--- src/rtl/ascon_stream_frontend_if.sv ---
// Request/response stream bundle between a frame source/sink and the Ascon front end.
interface ascon_stream_frontend_if;
    logic        s_valid;
    logic        s_ready;
    logic        s_last;
    logic [63:0] s_data;
    logic        m_valid;
    logic        m_ready;
    logic        m_last;
    logic [63:0] m_data;

    modport master (
        output s_valid, s_last, s_data, m_ready,
        input  s_ready, m_valid, m_last, m_data
    );

    modport slave (
        input  s_valid, s_last, s_data, m_ready,
        output s_ready, m_valid, m_last, m_data
    );
endinterface

--- src/rtl/ascon_stream_frontend.sv ---
// Frames a request stream into Ascon core operands, sequences the core and
// streams back a status word plus ciphertext/tag or plaintext.
module ascon_stream_frontend #(
    parameter int TIMEOUT_CYC = 4096
) (
    input  logic                   clk,
    input  logic                   rst_n,
    ascon_stream_frontend_if.slave bus,
    output logic                   core_start,
    output logic [1:0]             core_mode,
    output logic [127:0]           core_key,
    output logic [127:0]           core_nonce,
    output logic [63:0]            core_ad   [0:1],
    output logic [63:0]            core_text [0:1],
    input  logic [63:0]            core_ct   [0:1],
    input  logic [63:0]            core_tag  [0:1],
    input  logic [63:0]            core_pt   [0:1],
    input  logic                   core_done,
    input  logic                   core_error
);
    typedef enum logic [2:0] {ST_RECV, ST_START, ST_WAIT, ST_SEND, ST_DRAIN} state_t;

    state_t       state_q, state_d;
    logic [3:0]   widx_q, widx_d;
    logic [1:0]   mode_q, mode_d;
    logic [127:0] key_q, key_d, nonce_q, nonce_d;
    logic [63:0]  ad_q [0:1], ad_d [0:1];
    logic [63:0]  text_q [0:1], text_d [0:1];
    logic [63:0]  rtag_q [0:1], rtag_d [0:1];
    logic [63:0]  rsp_q [0:3], rsp_d [0:3];
    logic [2:0]   rsp_len_q, rsp_len_d, ridx_q, ridx_d;
    logic [15:0]  timer_q, timer_d;
    logic [4:0]   status_q, status_d;
    logic         s_ready_q, s_ready_d, m_valid_q, m_valid_d, m_last_q, m_last_d;
    logic [63:0]  m_data_q, m_data_d;
    logic         core_start_q, core_start_d;
    logic [1:0]   core_mode_q, core_mode_d;
    logic         s_hs_s, m_hs_s, auth_fail_s, pt_kill_s;
    logic [3:0]   final_idx_s;
    logic [1:0]   rsel_s;

    // Next-state, operand capture and response staging.
    always_comb begin
        state_d     = state_q;
        widx_d      = widx_q;
        mode_d      = mode_q;
        key_d       = key_q;
        nonce_d     = nonce_q;
        ad_d        = ad_q;
        text_d      = text_q;
        rtag_d      = rtag_q;
        rsp_d       = rsp_q;
        rsp_len_d   = rsp_len_q;
        ridx_d      = ridx_q;
        timer_d     = timer_q;
        status_d    = status_q;
        core_mode_d = core_mode_q;
        s_hs_s      = bus.s_valid && s_ready_q;
        m_hs_s      = m_valid_q && bus.m_ready;
        final_idx_s = (mode_q == 2'd1) ? 4'd10 : 4'd8;
        auth_fail_s = (mode_q == 2'd1) &&
                      ({core_tag[0], core_tag[1]} != {rtag_q[0], rtag_q[1]});
        pt_kill_s   = auth_fail_s || core_error;

        case (state_q)
            ST_RECV: begin
                if (s_hs_s) begin
                    widx_d = widx_q + 4'd1;
                    if (widx_q == 4'd0) begin
                        mode_d = bus.s_data[1:0];
                        if (bus.s_data[1:0] >= 2'd2) begin
                            status_d[2] = 1'b1;
                            rsp_len_d   = 3'd1;
                            state_d     = bus.s_last ? ST_SEND : ST_DRAIN;
                        end else if (bus.s_last) begin
                            status_d[3] = 1'b1;
                            rsp_len_d   = 3'd1;
                            state_d     = ST_SEND;
                        end else begin
                            state_d = ST_RECV;
                        end
                    end else begin
                        case (widx_q)
                            4'd1:    key_d[127:64]   = bus.s_data;
                            4'd2:    key_d[63:0]     = bus.s_data;
                            4'd3:    nonce_d[127:64] = bus.s_data;
                            4'd4:    nonce_d[63:0]   = bus.s_data;
                            4'd5:    ad_d[0]         = bus.s_data;
                            4'd6:    ad_d[1]         = bus.s_data;
                            4'd7:    text_d[0]       = bus.s_data;
                            4'd8:    text_d[1]       = bus.s_data;
                            4'd9:    rtag_d[0]       = bus.s_data;
                            4'd10:   rtag_d[1]       = bus.s_data;
                            default: rtag_d          = rtag_q;
                        endcase
                        if (bus.s_last && (widx_q != final_idx_s)) begin
                            status_d[3] = 1'b1;
                            rsp_len_d   = 3'd1;
                            state_d     = ST_SEND;
                        end else if ((widx_q == final_idx_s) && !bus.s_last) begin
                            status_d[3] = 1'b1;
                            rsp_len_d   = 3'd1;
                            state_d     = ST_DRAIN;
                        end else if (widx_q == final_idx_s) begin
                            core_mode_d = mode_q;
                            state_d     = ST_START;
                        end else begin
                            state_d = ST_RECV;
                        end
                    end
                end else begin
                    state_d = ST_RECV;
                end
            end
            ST_START: begin
                // The START cycle counts toward the timeout budget.
                timer_d = 16'd1;
                state_d = ST_WAIT;
            end
            ST_WAIT: begin
                if (core_done) begin
                    status_d    = {status_q[4:2], core_error, auth_fail_s};
                    core_mode_d = 2'd2;
                    state_d     = ST_SEND;
                    if (mode_q == 2'd0) begin
                        rsp_d     = '{core_ct[0], core_ct[1], core_tag[0], core_tag[1]};
                        rsp_len_d = 3'd5;
                    end else begin
                        rsp_d[0]  = pt_kill_s ? 64'd0 : core_pt[0];
                        rsp_d[1]  = pt_kill_s ? 64'd0 : core_pt[1];
                        rsp_len_d = 3'd3;
                    end
                end else if (timer_q >= 16'(TIMEOUT_CYC - 1)) begin
                    status_d[4] = 1'b1;
                    rsp_len_d   = 3'd1;
                    core_mode_d = 2'd2;
                    state_d     = ST_SEND;
                end else begin
                    timer_d = timer_q + 16'd1;
                end
            end
            ST_SEND: begin
                if (m_hs_s && (ridx_q == rsp_len_q - 3'd1)) begin
                    ridx_d   = 3'd0;
                    widx_d   = 4'd0;
                    status_d = 5'd0;
                    state_d  = ST_RECV;
                end else if (m_hs_s) begin
                    ridx_d = ridx_q + 3'd1;
                end else begin
                    ridx_d = ridx_q;
                end
            end
            ST_DRAIN: begin
                if (s_hs_s && bus.s_last) begin
                    state_d = ST_SEND;
                end else begin
                    state_d = ST_DRAIN;
                end
            end
            default: state_d = ST_RECV;
        endcase
    end

    // Registered stream and core-control outputs derived from the next state.
    always_comb begin
        s_ready_d    = (state_d == ST_RECV) || (state_d == ST_DRAIN);
        core_start_d = (state_d == ST_START);
        m_valid_d    = 1'b0;
        m_last_d     = 1'b0;
        m_data_d     = 64'd0;
        rsel_s       = 2'd0;
        if (state_d == ST_SEND) begin
            m_valid_d = 1'b1;
            m_last_d  = (ridx_d == rsp_len_d - 3'd1);
            if (ridx_d == 3'd0) begin
                m_data_d = {59'd0, status_d};
            end else begin
                rsel_s   = 2'(ridx_d - 3'd1);
                m_data_d = rsp_d[rsel_s];
            end
        end else begin
            m_data_d = 64'd0;
        end
    end

    // State and datapath registers.
    always_ff @(posedge clk or negedge rst_n) begin
        if (!rst_n) begin
            state_q      <= ST_RECV;
            widx_q       <= 4'd0;
            mode_q       <= 2'd0;
            key_q        <= 128'd0;
            nonce_q      <= 128'd0;
            ad_q         <= '{default: 64'd0};
            text_q       <= '{default: 64'd0};
            rtag_q       <= '{default: 64'd0};
            rsp_q        <= '{default: 64'd0};
            rsp_len_q    <= 3'd0;
            ridx_q       <= 3'd0;
            timer_q      <= 16'd0;
            status_q     <= 5'd0;
            s_ready_q    <= 1'b0;
            m_valid_q    <= 1'b0;
            m_last_q     <= 1'b0;
            m_data_q     <= 64'd0;
            core_start_q <= 1'b0;
            core_mode_q  <= 2'd2;
        end else begin
            state_q      <= state_d;
            widx_q       <= widx_d;
            mode_q       <= mode_d;
            key_q        <= key_d;
            nonce_q      <= nonce_d;
            ad_q         <= ad_d;
            text_q       <= text_d;
            rtag_q       <= rtag_d;
            rsp_q        <= rsp_d;
            rsp_len_q    <= rsp_len_d;
            ridx_q       <= ridx_d;
            timer_q      <= timer_d;
            status_q     <= status_d;
            s_ready_q    <= s_ready_d;
            m_valid_q    <= m_valid_d;
            m_last_q     <= m_last_d;
            m_data_q     <= m_data_d;
            core_start_q <= core_start_d;
            core_mode_q  <= core_mode_d;
        end
    end

    assign bus.s_ready = s_ready_q;
    assign bus.m_valid = m_valid_q;
    assign bus.m_last  = m_last_q;
    assign bus.m_data  = m_data_q;
    assign core_start  = core_start_q;
    assign core_mode   = core_mode_q;
    assign core_key    = key_q;
    assign core_nonce  = nonce_q;
    assign core_ad     = ad_q;
    assign core_text   = text_q;
endmodule

--- src/flat_wrapper.sv ---
// flat-port wrapper written by rule: the top's interface ports become plain ports
module ascon_stream_frontend_flat 
#(
    parameter int TIMEOUT_CYC = 4096
)
  (clk, rst_n, core_start, core_mode, core_key, core_nonce, core_ad, core_text, core_ct, core_tag, core_pt, core_done, core_error, bus_s_valid, bus_s_last, bus_s_data, bus_m_ready, bus_s_ready, bus_m_valid, bus_m_last, bus_m_data);
  ascon_stream_frontend_if bus_i ();
  input  logic clk;
  input  logic rst_n;
  output logic core_start;
  output logic [1:0] core_mode;
  output logic [127:0] core_key;
  output logic [127:0] core_nonce;
  output logic [63:0] core_ad[0:1];
  output logic [63:0] core_text[0:1];
  input  logic [63:0] core_ct[0:1];
  input  logic [63:0] core_tag[0:1];
  input  logic [63:0] core_pt[0:1];
  input  logic core_done;
  input  logic core_error;
  input wire logic [$bits(bus_i.s_valid)-1:0] bus_s_valid;
  input wire logic [$bits(bus_i.s_last)-1:0] bus_s_last;
  input wire logic [$bits(bus_i.s_data)-1:0] bus_s_data;
  input wire logic [$bits(bus_i.m_ready)-1:0] bus_m_ready;
  output wire logic [$bits(bus_i.s_ready)-1:0] bus_s_ready;
  output wire logic [$bits(bus_i.m_valid)-1:0] bus_m_valid;
  output wire logic [$bits(bus_i.m_last)-1:0] bus_m_last;
  output wire logic [$bits(bus_i.m_data)-1:0] bus_m_data;
  assign bus_i.s_valid = bus_s_valid;
  assign bus_i.s_last = bus_s_last;
  assign bus_i.s_data = bus_s_data;
  assign bus_i.m_ready = bus_m_ready;
  assign bus_s_ready = bus_i.s_ready;
  assign bus_m_valid = bus_i.m_valid;
  assign bus_m_last = bus_i.m_last;
  assign bus_m_data = bus_i.m_data;
  ascon_stream_frontend #(.TIMEOUT_CYC(TIMEOUT_CYC)) u_core (.clk(clk), .rst_n(rst_n), .bus(bus_i), .core_start(core_start), .core_mode(core_mode), .core_key(core_key), .core_nonce(core_nonce), .core_ad(core_ad), .core_text(core_text), .core_ct(core_ct), .core_tag(core_tag), .core_pt(core_pt), .core_done(core_done), .core_error(core_error));
endmodule
--- config.mk ---
export PLATFORM = sky130hd
export DESIGN_NAME = ascon_stream_frontend_flat
export DESIGN_NICKNAME = d
export VERILOG_FILES = /design/src/rtl/ascon_stream_frontend_if.sv /design/src/rtl/ascon_stream_frontend.sv /design/src/flat_wrapper.sv
export SDC_FILE = /design/constraint.sdc
export NUM_CORES = 1
export LEC_CHECK = 0
export ABC_AREA = 1
export CELL_PAD_IN_SITES_DETAIL_PLACEMENT = 1
export CELL_PAD_IN_SITES_GLOBAL_PLACEMENT = 2
export CORE_AREA = 4 4 402 404
export CTS_CLUSTER_DIAMETER = 150
export CTS_CLUSTER_SIZE = 10
export DETAILED_ROUTE_END_ITERATION = 12
export DIE_AREA = 0 0 406 408
export PLACE_DENSITY_LB_ADDON = 0.1
export RECOVER_POWER = 50
export SYNTH_ARGS = -nofsm -noshare
export SYNTH_HDL_FRONTEND = slang
export SYNTH_SLANG_ARGS = --single-unit
--- constraint.sdc ---
create_clock -name clk -period 4.7 [get_ports clk]
set_input_delay 0.94 -clock clk [delete_from_list [all_inputs] [get_ports clk]]
set_output_delay 0.94 -clock clk [all_outputs]
set_load 0.05 [all_outputs]
==> parameters.txt <==
Parameter                              Value

Worst setup path
  Source of the critical timing path ... core_done
  Crit-path max FO ... 37
  CP Class ... input pin to flop
  Worst setup path endpoint ... u_core.bus.m_data[55]
  Required time at the worst-slack endpoint ... 5360 ps
  Reg-to-reg startpoint ... u_core.state_q[2]
  Arrival time worst endpoint ... between 4000 and 5000 ps
  Reg-to-Reg End ... u_core.core_nonce[88]
  Critical Path Start Type ... input pin
  Number of cells on the worst reg-to-reg path ... 10
  Internal reg-to-reg setup slack ... 890 ps
  CP endpoint kind ... flop

Clocking
  Clock latency on the worst-skew pair ... 720 ps
  Number of setup buffers added after CTS ... 0
  # H-tree levels ... 3
  Clock slew seen by the registers of the worst setup and hold paths ... approximately 60 ps
  Hold buffers post-CTS ... 0
  Total CTS buffers ... 110
  Maximum count of clock buffers along a single path ... 3
  TritonCTS clock tree ... done
  Root Driver ... sky130_fd_sc_hd__clkbuf_16
  CTS sink cnt ... 1002
  Post-CTS Resized ... 0

Finish
  Share of layout cells above drive strength 1 ... 0.0494
  Most frequent cells in the layout ... 1325 x sky130_fd_sc_hd__nand2_1, 1033 x sky130_fd_sc_hd__clkdlybuf4s50_1, 1001 x sky130_fd_sc_hd__dfrtp_1
  Commonest non-fill, non-tap cell in the layout ... sky130_fd_sc_hd__nand2_1
  Nets ... 6020
  Area growth from synthesis to layout ... 37.6%

Logic synthesis
  Compound-cell area share of the yosys netlist ... 0.155
  Unique masters post-synth ... 43
  Combined area of all synthesized cells ... roughly 42000 um^2
  Synth Area in XOR/XNOR ... 0.0255
  Number of instances in the synthesized netlist ... 4610
  EDFF count, synth ... 0
  Main flop type after synthesis ... sky130_fd_sc_hd__dfrtp_1
  Top cell type by total area after synthesis ... sky130_fd_sc_hd__dfrtp_1
  Net count after synthesis ... 5074
  Fraction of the mapped netlist area in adder cells ... 0.00267
  Dominant combinational cell family by area after synthesis ... simple AND/OR/NAND/NOR gates
  Leading post-synthesis cells by cell area ... sky130_fd_sc_hd__dfrtp_1 59%, sky130_fd_sc_hd__nand2_1 12%, sky130_fd_sc_hd__o21ai_0 9.1%, sky130_fd_sc_hd__o22a_1 2.7%, sky130_fd_sc_hd__inv_1 2.5%
  Post-synthesis area per instance ... ~9 um^2
  Portion of netlist area occupied by mux cells ... 0.00119
  Number of warnings reported in the yosys synthesis log ... 0
  Portion of synthesized cell area occupied by the leading cell type ... 0.594
  Post-synthesis sequential element count ... 1002
  Portion of the post-synthesis area used by sequential elements ... 0.595
  Post-Synth Simple-Gate Area ... 0.168
  Proportion of synthesized flip-flops having asynchronous set or reset ... 1.00

Floorplanning
  Die Y ... around 410 um
  Die Outline Area ... 166000 um^2
  Initial core utilization ... 0.267
  Std-Cell Core Area ... 158000 um^2
  Count of standard-cell rows ... about 150
  Io pins ... 1037
  Die Width ... just over 400 um

Status
  Violations in the final reports ... capacitance limit, slew limit
  Outcome ... finished, violations left

Power
  Maximum ir drop on the vdd rail ... a little under 0.0005 V
  Static Leak ... ~26 nW
  Post-route total power ... 38.9 mW
  Total power density per cell area ... 671 nW/um^2

Timing
  Hold Fails Final Rpt ... 0
  Final period demand of the worst path ... slightly below 4000 ps
  Pins over their slew limit ... about 500
  Slew at the pin closest to its max-slew limit ... between 2000 and 3000 ps
  Portion of the clock cycle consumed by the worst path in the final layout ... 0.828
  RSZ-0062 raised after global routing ... no
  Minimum setup slack in the final design ... 811 ps
  Total Neg Setup Slack ... 0 ps
  Final setup vio count ... 0
  Max transition margin ... -0.897
  Max Fclk ... 0.257 GHz
  Final Skew ... roughly 44 ps

Hold path
  Class of the worst hold path ... flop to flop
  Hold path startpoint ... u_core.rsp_q[73]

Detailed routing
  Average vias per placed instance ... between 4 and 5
  WL per Instance ... approximately 26 um
  1st-iter DRT viols ... between 2000 and 2500
  Antenna-violating nets left ... 0
  Post-route DRC violation count ... 0
  Pre-antenna DRT Iters ... 5
  Routed Wire Length ... ~200 mm
  Vias ... approximately 36000

Placement
  Count of input and output buffers ... just over 1000
  Gp weighted congestion ... between 0.8 and 0.9
  Total half-perimeter wirelength after legalization and detailed placement ... ~150 mm
  Pre-CTS WS ... 521 ps

Global routing
  Pin count of the biggest net entering global routing ... 129
  Remaining global-route overflow ... 0
  Initial antenna violation count ... 74
  Tot GR Track Use ... 0.239
  First-pass GRT wire length ... 289 mm
  Vias in the first global route ... 37241

Flow run
  Number of maximum-capacitance violations ... 5
[logic make-up after synthesis]
logic type,count (synthesis)
AND/OR/NAND/NOR,1752
AO/OA/AOI/OAI,1140
flip-flops,1002
buffers and inverters,579
XOR/XNOR,123
adder cells (fa/ha/maj),9
multiplexers,5
[worst min-delay path by stage]
stage | endpoint | depth (start not counted)
CTS | u_core.core_ad[47] | 1
global route | u_core.rsp_q[73] | 2
finish | u_core.rsp_q[73] | 2
detailed placement | u_core.rsp_q[73] | 2
floorplan | u_core.rsp_q[8] | 2
global placement | u_core.rsp_q[8] | 2
[flip-flops by register name, indices dropped and copies added, names as in the netlist, 4 cells and up]
name               count
u_core.rsp_q         256
u_core.core_ad       128
u_core.core_key      128
u_core.core_nonce    128
u_core.core_text     128
u_core.rtag_q        128
u_core.bus.m_data     64
u_core.timer_q        16
u_core.status_q        5
u_core.widx_q          4
[routing by layer]
metal,vias to the layer above,wire length [um],GRT usage
li1,16824,-,-
met1,18033,89300,0.321
met2,1054,92800,0.380
met3,225,17000,0.0746
met4,18,3930,0.0511
met5,-,122,0
[final cells by class]
type	instances	area, um^2
Fill cell	18082	99800
Multi-Input combinational cell	3029	14900
Antenna cell	23	57.6
Inverter	293	1110
Clock inverter	7	155
Clock buffer	121	2790
Sequential cell	1002	25100
Timing Repair Buffer	1120	11300
Tap cell	2072	2590
[critical path: stages]
cell and delay (ps):
sky130_fd_sc_hd__clkdlybuf4s50_1 480, sky130_fd_sc_hd__nand2_1 330, sky130_fd_sc_hd__inv_4 80, sky130_fd_sc_hd__nand2_4 100
sky130_fd_sc_hd__clkbuf_1 1350, sky130_fd_sc_hd__o21ai_0 370, sky130_fd_sc_hd__o21ai_0 250, sky130_fd_sc_hd__a21oi_1 130
sky130_fd_sc_hd__nor2_1 310, sky130_fd_sc_hd__nand2_1 100, sky130_fd_sc_hd__inv_1 60
[cells in the mapped netlist, drive strengths merged, types with 9 or more instances]
cell and instances:
xnor2 119, o21ai 801, dfrtp 1001, nor3 10
or2 63, a21oi 86, clkbuf 215, nand2 1332
inv 292, buf 71, a21boi 118, ha 9
nand3 204, nor2 135, o22a 128
[where the power goes]
| part | total (mW) | internal (mW) | switching, mW | leakage (nW) |
|---|---|---|---|---|
| sequential | 12.7 | 11.4 | 1.35 | 13.5 |
| combinational | 18.4 | 6.03 | 12.4 | 11.4 |
| clock | 7.83 | 4.17 | 3.66 | 1.43 |
| total | 38.9 | 21.6 | 17.4 | 26.4 |
[through the flow]
stage / area [um^2] / hold WS [ps] / instances / util
2_1_floorplan: 42200 / 440 / 4610 / -
3_3_place_gp: 55200 / 456 / 7516 / 0.350
3_5_place_dp: 55200 / 463 / 7516 / 0.350
4_1_cts: 58100 / 262 / 7644 / 0.368
5_1_grt: 58000 / 493 / 7650 / 0.367
6_report: 58000 / 475 / 7667 / 0.368
Power figures use the tool's default switching activity.
